<file path="src/rtl/vuprs_adc_sample_sched.sv">
// AD7606 sample scheduler: periodic conversion trigger, burst/continuous runs,
// channel capture and serialisation onto a valid/ready word stream.
module vuprs_adc_sample_sched #(
  parameter int unsigned TRIG_HIGH      = 4,
  parameter int unsigned TIMEOUT_CYCLES = 2000,
  parameter int unsigned MIN_DIV        = 63
) (
  input  logic         clk,
  input  logic         rst,
  input  logic         start,
  input  logic         stop,
  input  logic [23:0]  cfg_divider,
  input  logic [15:0]  cfg_burst,
  output logic         adc_trigger,
  input  logic         adc_sampling,
  input  logic         adc_error,
  input  logic         adc_reset_down,
  input  logic [127:0] adc_ch_data,
  output logic         m_valid,
  input  logic         m_ready,
  output logic [15:0]  m_data,
  output logic [2:0]   m_channel,
  output logic         m_last,
  output logic         run,
  output logic         done,
  output logic [15:0]  sample_cnt,
  output logic [15:0]  overrun_cnt,
  output logic         err_timeout,
  output logic         err_adc
);

  localparam int unsigned TW  = $clog2(TIMEOUT_CYCLES + 1);
  localparam int unsigned TCW = $clog2(TRIG_HIGH + 1);
  localparam logic [23:0] MIN_DIV_V = 24'(MIN_DIV);

  typedef enum logic [2:0] {
    S_IDLE,
    S_WAIT_RDY,
    S_ARM,
    S_TRIG,
    S_WAIT_DONE,
    S_OUT,
    S_CHECK
  } state_t;

  state_t         state_q, state_d;
  logic [23:0]    div_q, div_d;
  logic [15:0]    burst_q, burst_d;
  logic [23:0]    per_q, per_d;
  logic [TCW-1:0] trig_cnt_q, trig_cnt_d;
  logic [TW-1:0]  to_cnt_q, to_cnt_d;
  logic [127:0]   buf_q, buf_d;
  logic           stop_pend_q, stop_pend_d;
  logic           samp_q, fall_q, err_s_q;

  logic           trig_q, trig_d;
  logic           valid_q, valid_d;
  logic [15:0]    data_q, data_d;
  logic [2:0]     chan_q, chan_d;
  logic           last_q, last_d;
  logic           run_q, run_d;
  logic           done_q, done_d;
  logic [15:0]    scnt_q, scnt_d;
  logic [15:0]    ocnt_q, ocnt_d;
  logic           etmo_q, etmo_d;
  logic           eadc_q, eadc_d;

  logic           counting;
  logic           tick;
  logic           ovf_inc;
  logic           stop_any;
  logic [2:0]     nxt_ch;

  always_comb begin
    state_d     = state_q;
    div_d       = div_q;
    burst_d     = burst_q;
    per_d       = '0;
    trig_cnt_d  = '0;
    to_cnt_d    = to_cnt_q;
    buf_d       = buf_q;
    stop_pend_d = stop_pend_q;
    valid_d     = valid_q;
    data_d      = data_q;
    chan_d      = chan_q;
    last_d      = last_q;
    scnt_d      = scnt_q;
    ocnt_d      = ocnt_q;
    etmo_d      = etmo_q;
    eadc_d      = eadc_q;
    ovf_inc     = 1'b0;
    nxt_ch      = chan_q + 3'd1;
    stop_any    = stop | stop_pend_q;

    // Period counter is held at zero until the controller is ready, so the
    // first trigger lands exactly one period after leaving WAIT_RDY.
    counting = (state_q != S_IDLE) && (state_q != S_WAIT_RDY);
    tick     = counting && (per_q == div_q);
    if (counting) begin
      per_d = tick ? '0 : per_q + 24'd1;
    end

    unique case (state_q)
      S_IDLE: begin
        if (start && !stop) begin
          div_d       = (cfg_divider < MIN_DIV_V) ? MIN_DIV_V : cfg_divider;
          burst_d     = cfg_burst;
          scnt_d      = '0;
          ocnt_d      = '0;
          etmo_d      = 1'b0;
          eadc_d      = 1'b0;
          stop_pend_d = 1'b0;
          state_d     = S_WAIT_RDY;
        end
      end
      S_WAIT_RDY: begin
        if (stop_any) begin
          state_d = S_IDLE;
        end else if (adc_reset_down) begin
          state_d = S_ARM;
        end
      end
      S_ARM: begin
        if (stop_any) begin
          state_d = S_IDLE;
        end else if (tick) begin
          if (adc_sampling) begin
            ovf_inc = 1'b1;
          end else begin
            state_d = S_TRIG;
          end
        end
      end
      S_TRIG: begin
        ovf_inc    = tick;
        trig_cnt_d = trig_cnt_q + TCW'(1);
        if (trig_cnt_q == TCW'(TRIG_HIGH - 1)) begin
          state_d = S_WAIT_DONE;
        end
      end
      S_WAIT_DONE: begin
        ovf_inc = tick;
        if (fall_q) begin
          if (err_s_q) begin
            eadc_d  = 1'b1;
            state_d = S_CHECK;
          end else begin
            buf_d   = adc_ch_data;
            valid_d = 1'b1;
            data_d  = adc_ch_data[15:0];
            chan_d  = '0;
            last_d  = 1'b0;
            state_d = S_OUT;
          end
        end else if (to_cnt_q >= TW'(TIMEOUT_CYCLES - 1)) begin
          etmo_d  = 1'b1;
          state_d = S_CHECK;
        end
      end
      S_OUT: begin
        ovf_inc = tick;
        if (valid_q && m_ready) begin
          if (chan_q == 3'd7) begin
            valid_d = 1'b0;
            last_d  = 1'b0;
            scnt_d  = scnt_q + 16'd1;
            state_d = S_CHECK;
          end else begin
            chan_d = nxt_ch;
            data_d = buf_q[{nxt_ch, 4'b0000} +: 16];
            last_d = (nxt_ch == 3'd7);
          end
        end
      end
      S_CHECK: begin
        if (stop_any || ((burst_q != '0) && (scnt_q == burst_q))) begin
          state_d = S_IDLE;
        end else begin
          state_d = S_ARM;
        end
      end
      default: state_d = S_IDLE;
    endcase

    if (ovf_inc && (ocnt_q != '1)) begin
      ocnt_d = ocnt_q + 16'd1;
    end

    if (state_d == S_IDLE) begin
      stop_pend_d = 1'b0;
    end else if (stop && (state_q != S_IDLE)) begin
      stop_pend_d = 1'b1;
    end

    // Timeout is measured from the cycle the trigger first goes high.
    if ((state_d == S_TRIG) && (state_q != S_TRIG)) begin
      to_cnt_d = '0;
    end else if ((state_q == S_TRIG) || (state_q == S_WAIT_DONE)) begin
      to_cnt_d = to_cnt_q + TW'(1);
    end

    trig_d = (state_d == S_TRIG);
    run_d  = (state_d != S_IDLE);
    done_d = (state_d == S_IDLE) && (state_q != S_IDLE);
  end

  always_ff @(posedge clk or negedge rst) begin
    if (!rst) begin
      state_q     <= S_IDLE;
      div_q       <= '0;
      burst_q     <= '0;
      per_q       <= '0;
      trig_cnt_q  <= '0;
      to_cnt_q    <= '0;
      buf_q       <= '0;
      stop_pend_q <= 1'b0;
      samp_q      <= 1'b0;
      fall_q      <= 1'b0;
      err_s_q     <= 1'b0;
      trig_q      <= 1'b0;
      valid_q     <= 1'b0;
      data_q      <= '0;
      chan_q      <= '0;
      last_q      <= 1'b0;
      run_q       <= 1'b0;
      done_q      <= 1'b0;
      scnt_q      <= '0;
      ocnt_q      <= '0;
      etmo_q      <= 1'b0;
      eadc_q      <= 1'b0;
    end else begin
      state_q     <= state_d;
      div_q       <= div_d;
      burst_q     <= burst_d;
      per_q       <= per_d;
      trig_cnt_q  <= trig_cnt_d;
      to_cnt_q    <= to_cnt_d;
      buf_q       <= buf_d;
      stop_pend_q <= stop_pend_d;
      samp_q      <= adc_sampling;
      fall_q      <= samp_q & ~adc_sampling;
      err_s_q     <= adc_error;
      trig_q      <= trig_d;
      valid_q     <= valid_d;
      data_q      <= data_d;
      chan_q      <= chan_d;
      last_q      <= last_d;
      run_q       <= run_d;
      done_q      <= done_d;
      scnt_q      <= scnt_d;
      ocnt_q      <= ocnt_d;
      etmo_q      <= etmo_d;
      eadc_q      <= eadc_d;
    end
  end

  assign adc_trigger = trig_q;
  assign m_valid     = valid_q;
  assign m_data      = data_q;
  assign m_channel   = chan_q;
  assign m_last      = last_q;
  assign run         = run_q;
  assign done        = done_q;
  assign sample_cnt  = scnt_q;
  assign overrun_cnt = ocnt_q;
  assign err_timeout = etmo_q;
  assign err_adc     = eadc_q;

endmodule

</file>
<file path="config.mk">
export PLATFORM = sky130hd
export DESIGN_NAME = vuprs_adc_sample_sched
export DESIGN_NICKNAME = d
export VERILOG_FILES = /design/src/rtl/vuprs_adc_sample_sched.sv
export SDC_FILE = /design/constraint.sdc
export NUM_CORES = 1
export LEC_CHECK = 0
export BUFFER_PORTS_ARGS = -buffer_cell sky130_fd_sc_hd__buf_2
export CAP_MARGIN = 25
export CELL_PAD_IN_SITES_DETAIL_PLACEMENT = 1
export CELL_PAD_IN_SITES_GLOBAL_PLACEMENT = 1
export CORE_MARGIN = 1
export CORE_UTILIZATION = 44
export DETAILED_ROUTE_END_ITERATION = 10
export PLACE_DENSITY = 0.84
export SLEW_MARGIN = 10
export SYNTH_ARGS = -nofsm -noshare
export SYNTH_HDL_FRONTEND = slang
export SYNTH_SLANG_ARGS = --single-unit
</file>
<file path="constraint.sdc">
create_clock -name clk -period 3.7 [get_ports clk]
set_input_delay 0.185 -clock clk [delete_from_list [all_inputs] [get_ports clk]]
set_output_delay 0.185 -clock clk [all_outputs]
set_load 0.005 [all_outputs]
</file>
# Word-level counts from Yosys, hierarchy flattened
# Index checks and enable logic that the tools add are counted.
# Widths: inputs -> output; s select.
dict set report word_totals {
  ff_bits 271
  elab_cells 155
}
dict set report op_classes {
  add_sub_neg 6
  n_lt_le_gt_ge 2
  eq_ne 24
  n_shift 1
  muxes 60
  n_bitwise 4
  n_reduce_logical 36
}
# cell n
set op_table {}
lappend op_table {{$mux 16} 9}
lappend op_table {{$shiftx 128x8->16} 1}
lappend op_table {{$mux 24} 3}
lappend op_table {{$pmux 16 s2} 2}
lappend op_table {{$mux 3} 16}
lappend op_table {{$add 16x1->16 const B} 2}
lappend op_table {{$add 24x1->24 const B} 1}
lappend op_table {{$eq 24x24->1} 1}
lappend op_table {{$lt 24x6->1 const B} 1}
lappend op_table {{$mux 11} 2}
lappend op_table {{$pmux 3 s7} 1}
lappend op_table {{$mux 1} 19}
lappend op_table {{$ne 2x2->1 const B} 9}
lappend op_table {{$eq 16x16->1} 1}
lappend op_table {{$ne 16x16->1 const B} 1}
lappend op_table {{$reduce_and 4->1} 4}
lappend op_table {{$reduce_bool 16->1} 1}
lappend op_table {{$eq 3x3->1 const B} 5}
lappend op_table {{$eq 3x2->1 const B} 4}
lappend op_table {{$reduce_bool 2->1} 6}
lappend op_table {{$reduce_bool 3->1} 4}
lappend op_table {{$add 11x1->11 const B} 1}
lappend op_table {{$ge 11x11->1 const B} 1}
lappend op_table {{$pmux 1 s2} 5}
lappend op_table {{17 further kinds} 33}

# Logic depth before layout (Yosys ltp)
dict set report depth {
  ltp_word 9
  mapped_depth 11
}

# Least setup slack after synthesis
# Ideal clock, no wire load.
dict set report synth_path {
  path_type {register to register}
  startpoint {register chan_q[0], in the netlist m_channel[0]}
  endpoint {register data_q[1], in the netlist m_data[1]}
  arrival_ns 2.828
  setup_slack_ns 0.738
  path_stages_with_launch 12
  n_path_buf 4
  synth_period_minus_slack_ns 2.962
  path_cell_list {dfrtp_1 -> clkbuf_1 -> buf_1 -> inv_1 -> ha_1 -> clkbuf_1 -> clkbuf_1 -> mux4_2 -> mux2i_1 -> nor2_1 -> a21oi_1 -> o21ai_0}
}
dict set report synth_via {
  elab_chain_cells 5
  word_cells_on_any_way 8
}
# item line
set synth_rtl {}
lappend synth_rtl {{start, declared} 59} ;# logic [2:0] chan_q, chan_d;
lappend synth_rtl {{start signal, assigned} 246} ;# chan_q <= chan_d;
lappend synth_rtl {{$add 3x1->3} 92} ;# nxt_ch = chan_q + 3'd1;
lappend synth_rtl {{$shiftx 128x8->16} 170} ;# data_d = buf_q[{nxt_ch, 4'b0000} +: 16];
lappend synth_rtl {{$mux 16} 163} ;# if (chan_q == 3'd7) begin
lappend synth_rtl {{$mux 16} 162} ;# if (valid_q && m_ready) begin
lappend synth_rtl {{$pmux 16 s2} 103} ;# unique case (state_q)
lappend synth_rtl {{end signal, assigned} 245} ;# data_q <= data_d;
lappend synth_rtl {{end, declared} 58} ;# logic [15:0] data_q, data_d;
# Several ways; a longest one is shown, not always the timed one. The select of a mux whose other input is x is not followed.
# A chain may end at the register's enable or synchronous reset.

# Worst setup path in the final report
dict set report layout_path {
  startpoint {register per_q[1]}
  endpoint {register ocnt_q[12], in the netlist overrun_cnt[12]}
}
dict set report layout_via {
  elab_chain_cells 8
  word_cells_on_any_way 10
}
# item line
set layout_rtl {}
lappend layout_rtl {{start, declared} 49} ;# logic [23:0] per_q, per_d;
lappend layout_rtl {{start signal, assigned} 235} ;# per_q <= per_d;
lappend layout_rtl {{$eq 24x24->1 (*)} 98} ;# tick = counting && (per_q == div_q);
lappend layout_rtl {{$logic_and 1x1->1 (*)} 98}
lappend layout_rtl {{$mux 1} 126} ;# end else if (tick) begin
lappend layout_rtl {{$mux 1} 124} ;# if (stop_any) begin
lappend layout_rtl {{$pmux 1 s2 (*)} 103}
lappend layout_rtl {{$logic_and 1x1->1 (*)} 185} ;# if (ovf_inc && (ocnt_q != '1)) begin
lappend layout_rtl {{$reduce_bool 2->1 (no source line)} --}
lappend layout_rtl {{$reduce_and 2->1 (no source line)} --}
lappend layout_rtl {{end signal, assigned} 251} ;# ocnt_q <= ocnt_d;
lappend layout_rtl {{end, declared} 64} ;# logic [15:0] ocnt_q, ocnt_d;
# Mark *: on every way between the ends. The rest lies on a longest branch, timed or not.

==> results by stage <==
Routing:
- The iteration-0 DRC count of the detailed router is 912.
- After detailed routing, the number of vias per cell comes to 5.86.
- The number of iterations in the first detailed-routing pass is 5.
- Wires add up to 52.2 mm.
- The detailed-route via count is around 11000.
- The count of unresolved DRC violations after routing is 0.
- The number of antenna-violating nets in the routed design is 0.
- Dividing the detail-routed wire length by the instance count gives around 27 microns.

Synth:
- By instance count, the leading cell after synthesis is dfrtp_1.
- The most frequently used flop master after synthesis is dfrtp_1.
- The mean area per synthesized cell is 11.5 sq um.
- In the synthesized netlist, the cells that appear most often are dfrtp_1 (271), nand2_1 (157), mux2_2 (129), nor2_1 (88), clkbuf_1 (43).
- The portion of the post-synthesis area used by sequential elements is between 50% and 60%.
- In this run, synthesis inferred 0 flip-flops with an integrated enable.
- Ranked by total cell area, the synthesized netlist is headed by dfrtp_1 (54%), mux2_2 (12%), mux4_2 (5.7%), nand2_1 (4.7%), xnor2_1 (2.9%).
- In the synthesized netlist the async set-or-reset flop fraction comes to 100%.
- Synthesis produced a netlist whose cell count is between 1000 and 1500.
- The mapped cell area is approximately 13000 sq um.
- The synthesized design spends more area on one cell type than any other, namely dfrtp_1.
- The share of Yosys cell area claimed by the top area cell type is between 50% and 60%.
- Yosys mapped the design onto 52 distinct sky130hd cell types.
- Synthesis produced a netlist with a net count of between 1000 and 1500.
- The total of warnings raised by yosys is 0.
- The post-synthesis sequential element count is between 200 and 300.

STA:
- The count of final hold-check violations came to 0.
- The remaining max-slew budget at the tightest pin is a little over a third.
- Subtracting the final worst setup slack from the clock period gives 3330 ps.
- The peak clock frequency supported by timing is 0.300 GHz.
- The actual slew at the worst max-slew pin is ~950 ps.
- The final-report max-slew violation count is 0.
- After routing, the total negative slack on setup checks comes to 0 ps.
- Setup repair after global routing left no endpoint under its margin.
- On the final layout, the worst clock skew is approximately 32 ps.
- Setup violations remaining at the end of the flow were counted as 0.
- The share of the clock period used by the worst path after layout is 90.0%.

Clock tree:
- The master cell of the clock root buffer is clkbuf_16.
- Clock-pin slew was measured on the worst setup and hold paths at about 70 ps.
- The number of clock buffers added by TritonCTS is 30.
- The number of clock sinks seen by CTS is roughly 270.
- In this run the number of H-tree levels came out at 1.
- After clock tree synthesis, the setup repair step added 0 buffers.
- The TritonCTS clock tree is done.
- For the worst-skew pair, the clock arrives at the later sink with an insertion delay of just under 600 ps.
- The longest clock path from root to sink contains 3 buffers.

Min path:
- The min-delay analysis places its worst path in the category in -> reg.
- The launch instance of the worst min-delay path is stop.
- The worst hold path depth is 3.

Place:
- The count of buffers added on input and output ports is between 200 and 250.
- The HPWL after detailed placement is 25.5 mm.
- The final weighted congestion in routability-driven placement is approximately 0.88.

Worst setup path:
- For the worst setup path, the data required time is approximately 4100 ps.
- The critical path endpoint category is a flip-flop.
- The largest fanout on the critical path is 22.
- The type of the worst setup path is reg -> reg.
- STA classifies the critical path startpoint as a flip-flop.
- The number of cells on the worst reg-to-reg path is 9.
- STA puts the critical path data arrival time at 3760 ps.
- The cell at the slowest stage of the critical path is or4b_1.
- Tracing the worst setup path back leads to its startpoint at per_q[1].
- In this design, the stage delay of the slowest critical-path cell is 630 ps.
- The signal on the critical path passes through xnor2_1 -> nand4_1 -> or4_1 -> or4b_1 -> nand2b_1 -> buf_4 -> and2_0 -> o21ai_1 -> o31ai_1.
- The worst register-to-register path begins at per_q[1].

Die:
- The number of primary I/O pins is about 230.
- The y dimension of the die is 171 microns.
- In this run the horizontal extent of the chip is 171 microns.
- The die covers roughly 29000 sq um.
- The site row count is 61.
- The core region is 28000 sq um.
- The initial standard-cell utilization of the core is a little under half.

Pwr:
- Power spread over the standard cell area amounts to a little under 500 nW/um^2.
- Summed over all cells, the static leakage comes to about 7.7 nW.
- The power share of the sequential group is ~44%.
- The power dissipated by switching net loads is ~2.6 mW.
- The clock network burns 37.3% of the power.
- Of the total power, the share spent switching nets is 31.5%.
- Combinational cells account for between 10% and 20% of the total power.
- The internal power contribution is 5.66 mW.
- The largest voltage drop on the vdd net is 368 uV.

Flow run:
- Max-cap violations in this run came to 0.

GRT:
- The number of global-route vias before repair is ~13000.
- Summed over all layers, the global routing overflow is 0.
- The number of antenna violations at the first check in global routing is 6.
- Entering global routing, the biggest net connects 130 pins.
- The global-route wire length before repair is 78.0 mm.
- Global routing used a little over a third of the available tracks.

Layout:
- The share of post-route cells with drive strength above 1 is 30.4%.
- The final core utilization is between 60% and 70%.
- For this run, the post-layout net count is roughly 1700.
- Relative to the synthesized area, the layout overhead comes to 34.1%.
- The final-layout fill cell count is around 2900.

Outcome:
- The flow ran to the end, and the final reports show no timing, DRC or antenna violations.
## metal layers
| layer | up-vias | track usage, % | wire length [microns] |
|---|---|---|---|
| li1 | 4675 | - | - |
| met1 | 5685 | 37.0 | 17800 |
| met2 | 592 | 64.7 | 26800 |
| met3 | 241 | 7.98 | 3260 |
| met4 | 2 | 27.4 | 4350 |
| met5 | - | 0 | 10 |
## logic make-up (layout without fill, tap and decap cells)
kind of cell	Yosys count	count (layout)	share of synthesized area [%]
other	0	8	0
and+or+nand+nor	378	378	13.8
adders and majority gates	9	9	0.892
DFF	271	271	53.7
xor gates and xnor gates	72	72	5.00
AOI/OAI and AO/OA	125	125	5.95
buffers and inverters	69	490	2.07
muxes	178	178	18.6
## cell type report
type | count | area (sq um) | area share (%)
inverters | 15 | 56.3 | 0.333
multi-input cells | 762 | 5580 | 33.0
repair buffers | 420 | 3050 | 18.0
flip-flops and latches | 271 | 6780 | 40.1
clock buffers | 51 | 900 | 5.32
clock inverters | 4 | 60.1 | 0.355
well taps | 378 | 473 | 2.80
diodes | 8 | 20.0 | 0.118
## worst paths after layout
kind / slack, ps / to
worst max-delay path: 370 / overrun_cnt[12]
worst min-delay path: 110 / stop_pend_q
worst max register to register: 370 / overrun_cnt[12]
worst min register to register: 460 / trig_cnt_q[0]
max in group asynchronous: 2420 / burst_q[7]
min in group asynchronous: 260 / sample_cnt[12]
## cells in the final DEF, fill, tap and decap left out, types with 3 or more instances in the layout
cell,count
o31ai_1,10
nor2b_1,7
nor4_1,14
mux2_2,129
nor3_1,9
nand3b_1,3
nand2b_1,10
diode_2,8
nand2_1,157
buf_12,3
buf_2,232
dfrtp_1,270
xor2_1,30
nand4_1,25
clkbuf_1,14
clkbuf_8,7
mux4_2,32
a21oi_1,34
mux2i_1,17
o21ai_1,16
or2_2,3
nand3_1,26
inv_1,15
buf_4,13
o211ai_1,5
o21ai_0,38
xnor2_1,42
nor2_1,88
and3_1,13
dlygate4sd3_1,171
or3_1,8
or4_1,4
o22a_1,6
clkbuf_16,30
ha_1,9
## flip-flops by register name, indices dropped and copies added (netlist names)
| register | cells |
|---|---|
| buf_q | 128 |
| div_q | 24 |
| per_q | 24 |
| burst_q | 16 |
| m_data | 16 |
| overrun_cnt | 16 |
| sample_cnt | 16 |
| to_cnt_q | 11 |
| m_channel | 3 |
| state_q | 3 |
| trig_cnt_q | 3 |
| adc_trigger | 1 |
| done | 1 |
| err_adc | 1 |
| err_s_q | 1 |
| err_timeout | 1 |
| fall_q | 1 |
| m_last | 1 |
| m_valid | 1 |
| run | 1 |
| samp_q | 1 |
| stop_pend_q | 1 |
## metrics by stage
step | area [sq um] | power, mW | instances | hold slack (ps) | setup slack, ps
final | 16900 | 8.26 | 1909 | 111 | 369
after global routing | 16900 | 8.51 | 1906 | 143 | 206
after CTS | 16900 | 8.00 | 1901 | 76.6 | 495
after detailed placement | 14200 | 4.89 | 1675 | 286 | 544
after global placement | 14200 | 4.79 | 1675 | 291 | 647
after floorplan | 12600 | 4.37 | 1102 | -111 | 738
## power groups by stage
stage | logic (mW) | registers, mW | clock network, mW
after floorplan | 0.824 | 3.55 | 0
after global placement | 1.17 | 3.63 | 0
after detailed placement | 1.23 | 3.66 | 0
after CTS | 1.41 | 3.62 | 2.98
after global routing | 1.64 | 3.69 | 3.18
final | 1.52 | 3.66 | 3.08
## critical path, delay by kind of cell (launching register included)
| family | cells | cell delay [ps] |
|---|---|---|
| AOI/OAI and AO/OA | 2 | 310 |
| xor gates and xnor gates | 1 | 290 |
| buffers and inverters | 1 | 200 |
| DFF | 1 | 480 |
| and+or+nand+nor | 5 | 1910 |
## timing repair
item,4_1_cts,5_1_grt
resized for setup,0,0
hold endpoints to repair,290,0
hold buffers,171,0
No activity file was read; power rests on OpenSTA's default activity.
